$ cat src/rtl/ps2_host_tx.sv
// PS/2 host-to-device transmitter.
// Sends one command byte to the device: inhibits the bus, issues
// request-to-send, shifts out 8 data bits + odd parity + stop on the
// device-generated clock, then checks the device ACK.
//
// Ports:
//   clk          system clock (rising edge)
//   reset        asynchronous active-low reset
//   tx_data      command byte, sampled when tx_start is accepted
//   tx_start     single-cycle request, accepted only when idle
//   ps2_clk_in   raw PS/2 clock line (asynchronous)
//   ps2_data_in  raw PS/2 data line (asynchronous)
//   ps2_clk_oe   1 pulls the PS/2 clock line low
//   ps2_data_oe  1 pulls the PS/2 data line low
//   busy         transfer in progress
//   done         one-cycle pulse: device ACKed and bus returned idle
//   ack_err      one-cycle pulse: device did not ACK
//   timeout_err  one-cycle pulse: no device clock edge for too long
module ps2_host_tx #(
    parameter int INHIBIT_CYCLES = 5000,
    parameter int TIMEOUT_CYCLES = 1000000,
    parameter int CNT_W          = 20
) (
    input  logic       clk,
    input  logic       reset,
    input  logic [7:0] tx_data,
    input  logic       tx_start,
    input  logic       ps2_clk_in,
    input  logic       ps2_data_in,
    output logic       ps2_clk_oe,
    output logic       ps2_data_oe,
    output logic       busy,
    output logic       done,
    output logic       ack_err,
    output logic       timeout_err
);

    typedef enum logic [2:0] {
        S_IDLE,
        S_INHIBIT,
        S_RTS,
        S_SHIFT,
        S_ACK,
        S_WAIT_IDLE
    } state_t;

    localparam logic [CNT_W-1:0] INHIBIT_LAST = CNT_W'(INHIBIT_CYCLES - 1);
    localparam logic [CNT_W-1:0] TIMEOUT_LAST = CNT_W'(TIMEOUT_CYCLES - 1);

    state_t           state, state_next;
    logic [CNT_W-1:0] cnt, cnt_next;
    logic [3:0]       idx, idx_next;
    logic [9:0]       frame, frame_next;
    logic             data_oe_q, data_oe_next;
    logic             done_next, ack_err_next, timeout_err_next;

    logic clk_s1, clk_s2, clk_prev;
    logic data_s1, data_s2;
    logic fall;

    // Synchronizers reset to the idle-high bus level so no spurious
    // falling edge is seen when reset is released.
    always_ff @(posedge clk or negedge reset) begin
        if (!reset) begin
            clk_s1   <= 1'b1;
            clk_s2   <= 1'b1;
            clk_prev <= 1'b1;
            data_s1  <= 1'b1;
            data_s2  <= 1'b1;
        end else begin
            clk_s1   <= ps2_clk_in;
            clk_s2   <= clk_s1;
            clk_prev <= clk_s2;
            data_s1  <= ps2_data_in;
            data_s2  <= data_s1;
        end
    end

    assign fall = clk_prev & ~clk_s2;

    always_ff @(posedge clk or negedge reset) begin
        if (!reset) begin
            state       <= S_IDLE;
            cnt         <= '0;
            idx         <= '0;
            frame       <= '0;
            data_oe_q   <= 1'b0;
            done        <= 1'b0;
            ack_err     <= 1'b0;
            timeout_err <= 1'b0;
        end else begin
            state       <= state_next;
            cnt         <= cnt_next;
            idx         <= idx_next;
            frame       <= frame_next;
            data_oe_q   <= data_oe_next;
            done        <= done_next;
            ack_err     <= ack_err_next;
            timeout_err <= timeout_err_next;
        end
    end

    always_comb begin
        state_next       = state;
        cnt_next         = cnt;
        idx_next         = idx;
        frame_next       = frame;
        data_oe_next     = data_oe_q;
        done_next        = 1'b0;
        ack_err_next     = 1'b0;
        timeout_err_next = 1'b0;
        ps2_clk_oe       = 1'b0;

        case (state)
            S_IDLE: begin
                data_oe_next = 1'b0;
                // The done pulse cycle already shows busy=0, but a request
                // arriving then is still dropped.
                if (tx_start && !done) begin
                    frame_next = {1'b1, ~^tx_data, tx_data};
                    cnt_next   = '0;
                    idx_next   = '0;
                    state_next = S_INHIBIT;
                end
            end

            S_INHIBIT: begin
                ps2_clk_oe = 1'b1;
                if (cnt == INHIBIT_LAST) begin
                    data_oe_next = 1'b1;    // start bit, visible during RTS
                    state_next   = S_RTS;
                end else begin
                    cnt_next = cnt + CNT_W'(1);
                end
            end

            S_RTS: begin
                ps2_clk_oe = 1'b1;
                cnt_next   = '0;
                state_next = S_SHIFT;
            end

            S_SHIFT: begin
                if (fall) begin
                    // frame is consumed from bit 0, so frame[0] is bit idx
                    data_oe_next = ~frame[0];
                    frame_next   = {1'b0, frame[9:1]};
                    cnt_next     = '0;
                    if (idx == 4'd9) begin
                        idx_next   = '0;
                        state_next = S_ACK;
                    end else begin
                        idx_next = idx + 4'd1;
                    end
                end else if (cnt == TIMEOUT_LAST) begin
                    data_oe_next     = 1'b0;
                    timeout_err_next = 1'b1;
                    cnt_next         = '0;
                    state_next       = S_IDLE;
                end else begin
                    cnt_next = cnt + CNT_W'(1);
                end
            end

            S_ACK: begin
                data_oe_next = 1'b0;
                if (fall) begin
                    cnt_next = '0;
                    if (data_s2) begin
                        ack_err_next = 1'b1;
                        state_next   = S_IDLE;
                    end else begin
                        state_next = S_WAIT_IDLE;
                    end
                end else if (cnt == TIMEOUT_LAST) begin
                    timeout_err_next = 1'b1;
                    cnt_next         = '0;
                    state_next       = S_IDLE;
                end else begin
                    cnt_next = cnt + CNT_W'(1);
                end
            end

            S_WAIT_IDLE: begin
                data_oe_next = 1'b0;
                if (clk_s2 && data_s2) begin
                    done_next  = 1'b1;
                    cnt_next   = '0;
                    state_next = S_IDLE;
                end else if (fall) begin
                    cnt_next = '0;
                end else if (cnt == TIMEOUT_LAST) begin
                    timeout_err_next = 1'b1;
                    cnt_next         = '0;
                    state_next       = S_IDLE;
                end else begin
                    cnt_next = cnt + CNT_W'(1);
                end
            end

            default: begin
                data_oe_next = 1'b0;
                state_next   = S_IDLE;
            end
        endcase
    end

    assign ps2_data_oe = data_oe_q;
    assign busy        = (state != S_IDLE);

endmodule
$ cat config.mk
export PLATFORM = sky130hd
export DESIGN_NAME = ps2_host_tx
export DESIGN_NICKNAME = d
export VERILOG_FILES = /design/src/rtl/ps2_host_tx.sv
export SDC_FILE = /design/constraint.sdc
export NUM_CORES = 1
export LEC_CHECK = 0
export CAP_MARGIN = 15
export CORE_ASPECT_RATIO = 1.4
export CORE_MARGIN = 3
export CORE_UTILIZATION = 45
export CTS_CLUSTER_SIZE = 20
export DETAILED_ROUTE_END_ITERATION = 10
export SLEW_MARGIN = 5
export SYNTH_ARGS = -nofsm -noshare
export SYNTH_HDL_FRONTEND = slang
export SYNTH_SLANG_ARGS = --single-unit
$ cat constraint.sdc
create_clock -name clk -period 1.9 [get_ports clk]
set_input_delay 0.475 -clock clk [delete_from_list [all_inputs] [get_ports clk]]
set_output_delay 0.475 -clock clk [all_outputs]
set_load 0.02 [all_outputs]
==> Flow_metrics.wiki <==
{| class="wikitable"
! Metric !! Value
|-
| Result of the run || complete, no violations
|-
| Total placed cells including tap cells || around 400
|-
| Syn_area_per_cell || ~9.3 um^2
|-
| Power, Total || approximately 4.1 mW
|-
| CP cell instances || buf_4 > nand4_4 > or4_1 > and2_1 > a32oi_1 > o31ai_1
|-
| Overall die height || 97.7 um
|-
| Vias per Instance || 5.74
|-
| Antenna Diode Count || 0
|-
| Synth Instances || approximately 290
|-
| Fill cell instance count of the final layout || ~480
|-
| Critical path launch point type || register
|-
| Fin util || 0.617
|-
| CTS H-tree depth || 2
|-
| Number of hold violations in the final report || 0
|-
| Post-DR wirelength/cell || ~16 um
|-
| Worst hold path type || in2async
|-
| CTS tree || built
|-
| Critical path fanouts, max || 7
|-
| Sink count of the clock tree || 46
|-
| Actual transition at the worst max-transition pin || between 0.4 and 0.5 ns
|-
| Number of iterations in the first detailed-routing pass || 5
|-
| Areal power density over the cells || about 1200 nW/um^2
|-
| Count of final setup violators || 0
|-
| Signed area change from the synthesized netlist to the final layout || 28.9%
|-
| Via count of the first global-routing pass || approximately 2300
|-
| Synth warnings || 0
|-
| Leakage power || 1.45 nW
|-
| Final HPWL from detailed placement || ~4.6 mm
|-
| Number of distinct standard cells referenced by the synthesized netlist || 52
|-
| Fin nets || approximately 360
|-
| Floorplan Core Area || between 5000 and 6000 um^2
|-
| Critical path's slowest cell || sky130_fd_sc_hd__or4_1
|-
| Initial core utilization || 0.479
|-
| Global routing usage summed across all routing layers || 0.184
|-
| Flops & latches, synth || 46
|-
| Largest net degree at the start of global routing || 33
|-
| Setup WS pre-CTS || -0.342 ns
|-
| First-pass GRT wire length || about 10 mm
|-
| Overall via count from detail_route || about 2400
|-
| Final period util || 0.983
|-
| Largest voltage drop on the vdd net || 0.932 mV
|-
| Total clock buffers created by CTS || 5
|-
| Max Root-Sink Buffers || 2
|-
| Top-area cell type share of the netlist area || 0.380
|-
| Dominant synthesized flop cell || sky130_fd_sc_hd__dfrtp_1
|-
| Floorplan die area || roughly 7000 um^2
|-
| Final-report max-slew violation count || 0
|-
| Worst clock skew on the final layout || between 0.004 and 0.005 ns
|-
| DIE WIDTH || just over 70 um
|-
| Port Buffer Count || 18
|-
| # DRC || 0
|-
| Worst slew margin relative to its limit || 0.716
|-
| Cell types with the largest area share after synthesis || sky130_fd_sc_hd__dfrtp_1 (38%), sky130_fd_sc_hd__dfstp_2 (4.9%), sky130_fd_sc_hd__mux2i_1 (4.1%)
|-
| Required time of the worst setup path || between 2 and 2.5 ns
|-
| Setup WS post-layout || 0.0318 ns
|-
| I/O pin cnt || 19
|-
| Count of maximum capacitance violations || 0
|-
| Number of antenna violations at the first check in global routing || 0
|-
| Area of the mapped netlist || 2700 um^2
|-
| CTS root buf || sky130_fd_sc_hd__clkbuf_8
|-
| # rows || 32
|-
| RSZ-0062 raised after global routing || yes
|-
| Gp weighted congestion || approximately 0.85
|-
| Maximum achievable frequency || about 540 MHz
|-
| Share of synthesized area occupied by flip-flops and latches || 0.428
|-
| Type of the setup path with the least slack || reg2reg
|-
| Fraction of registers with async set or reset after synthesis || 1.00
|-
| Remaining global-route overflow || 0
|-
| Worst hold slack across all endpoints || between 0.08 and 0.09 ns
|-
| Final cell count without fillers || 417
|-
| Number of synthesized flops with an enable pin || 0
|-
| Worst-path clk slew || roughly 0.090 ns
|-
| Multi-input logic area || roughly 1500 um^2
|-
| Ratio of cells with drive above 1 in the final layout || 0.238
|-
| Total nets after synthesis || 307
|-
| Total area of sequential cells || 1160 um^2
|-
| Time the final worst path needs with I/O delays and setup || around 1.9 ns
|-
| Post-route ant nets || 0
|-
| Number of hold buffers added after cts || 0
|-
| Signal arrival time at the worst endpoint || roughly 2 ns
|-
| Total Routed Length || around 6.5 mm
|-
| Cell accounting for the most synthesized area || sky130_fd_sc_hd__dfrtp_1
|-
| Crit. End Element || register
|-
| Clk Latency, worst-skew pair || ~0.30 ns
|-
| Initial drt markers || roughly 140
|-
| Slowest cell delay on critical path || 0.52 ns
|}
-- cell usage in the layout (no fill, tap or decap), drive strengths merged, types with 7 or more instances in the layout --
| master | n |
|---|---|
| a21oi | 16 |
| a31oi | 7 |
| a32oi | 9 |
| buf | 47 |
| clkbuf | 8 |
| clkdlybuf4s50 | 15 |
| dfrtp | 41 |
| inv | 12 |
| mux2i | 11 |
| nand2 | 22 |
| nand2b | 9 |
| nand3 | 14 |
| nand4 | 11 |
| nor2 | 24 |
| nor3 | 8 |
| o21ai | 17 |
| o22ai | 7 |
| xnor2 | 9 |
-- kinds of logic after synthesis --
group                    Yosys count  share of synthesized area
AND/OR/NAND/NOR                  120                      0.263
AO/OA/AOI/OAI                     74                      0.176
flip-flops                        46                      0.428
buffers and inverters             28                     0.0486
multiplexers                      11                     0.0407
XOR/XNOR                           9                     0.0292
adder cells (fa/ha/maj)            3                     0.0139
-- where the power goes --
group	leakage (nW)	switching, mW	internal [mW]
Clock	0.0482	0.335	0.294
Sequential	0.584	0.172	1.17
Combinational	0.819	1.12	1.01
Total	1.45	1.63	2.47
-- Yosys cell counts (all sizes together) (4+ instances only) --
| library cell | instances |
|---|---|
| dfrtp | 41 |
| nor2 | 24 |
| nand2 | 22 |
| o21ai | 17 |
| a21oi | 16 |
| nand3 | 14 |
| inv | 12 |
| mux2i | 11 |
| nand4 | 11 |
| buf | 10 |
| a32oi | 9 |
| nand2b | 9 |
| xnor2 | 9 |
| nor3 | 8 |
| a31oi | 7 |
| o22ai | 7 |
| clkbuf | 6 |
| dfstp | 5 |
| a21o | 4 |
| and2 | 4 |
| nand3b | 4 |
| nor2b | 4 |
| o31ai | 4 |
-- what timing repair did --
item | 4_1_cts | 5_1_grt
gates cloned | 0 | 2
pin swaps | 0 | 4
buffers inserted | 0 | 4
endpoints found under the hold margin | 0 | 0
gates resized for setup | 6 | 25
endpoints found under the setup margin | 4 | 29
-- worst max-delay path, delay by kind of cell (launching register included) --
family	cells	cell delay (ns)
and+or+nand+nor	3	0.87
buffers and inverters	1	0.16
AOI/OAI and AO/OA	2	0.32
DFF	1	0.41
-- final cells by class --
cell class | count | share of cell area
Timing Repair Buffer | 65 | 0.167
Sequential cell | 46 | 0.333
Multi-Input combinational cell | 218 | 0.437
Tap cell | 68 | 0.0244
Inverter | 12 | 0.0129
Clock buffer | 7 | 0.0248
Clock inverter | 1 | 0.00144
-- worst paths after layout --
| path | from | endpoint | slack [ns] | cells after the start |
|---|---|---|---|---|
| setup / recovery | cnt[6]$_DFFE_PN0P_ | cnt[14]$_DFFE_PN0P_ | 0.03 | 6 |
| hold / removal | reset | cnt[9]$_DFFE_PN0P_ | 0.08 | 1 |
| setup reg to reg | cnt[6]$_DFFE_PN0P_ | cnt[14]$_DFFE_PN0P_ | 0.03 | 6 |
| hold reg to reg | data_s1$_DFF_PN1_ | data_s2$_DFF_PN1_ | 0.36 | 0 |
| max in group asynchronous | reset | data_s2$_DFF_PN1_ | 1.25 | 2 |
| min in group clk | data_s1$_DFF_PN1_ | data_s2$_DFF_PN1_ | 0.36 | 0 |
-- per-stage QoR --
step | TNS [ns] | instance area (um^2)
after floorplan | 0 | 2700
after global placement | -2.79 | 3200
after detailed placement | -3.77 | 3200
after CTS | 0 | 3310
after global routing | -0.123 | 3480
final | 0 | 3480
-- routing by layer --
metal / up-vias / GRT usage / part of all wire
met4: 0 / 0.0622 / 0.016
met5: - / 0 / 0
li1: 1182 / - / -
met3: 10 / 0.0269 / 0.031
met1: 1152 / 0.218 / 0.41
met2: 50 / 0.330 / 0.54
-- sequential cells by signal, summed over array words and instances (netlist names) --
signal and cells:
ps2_data_oe 1, cnt 20, timeout_err 1, clk_s1 1, data_s2 1, idx 4
clk_prev 1, done 1, ack_err 1, frame 10, state 3, data_s1 1
clk_s2 1
No activity file was read; power rests on OpenSTA's default activity.
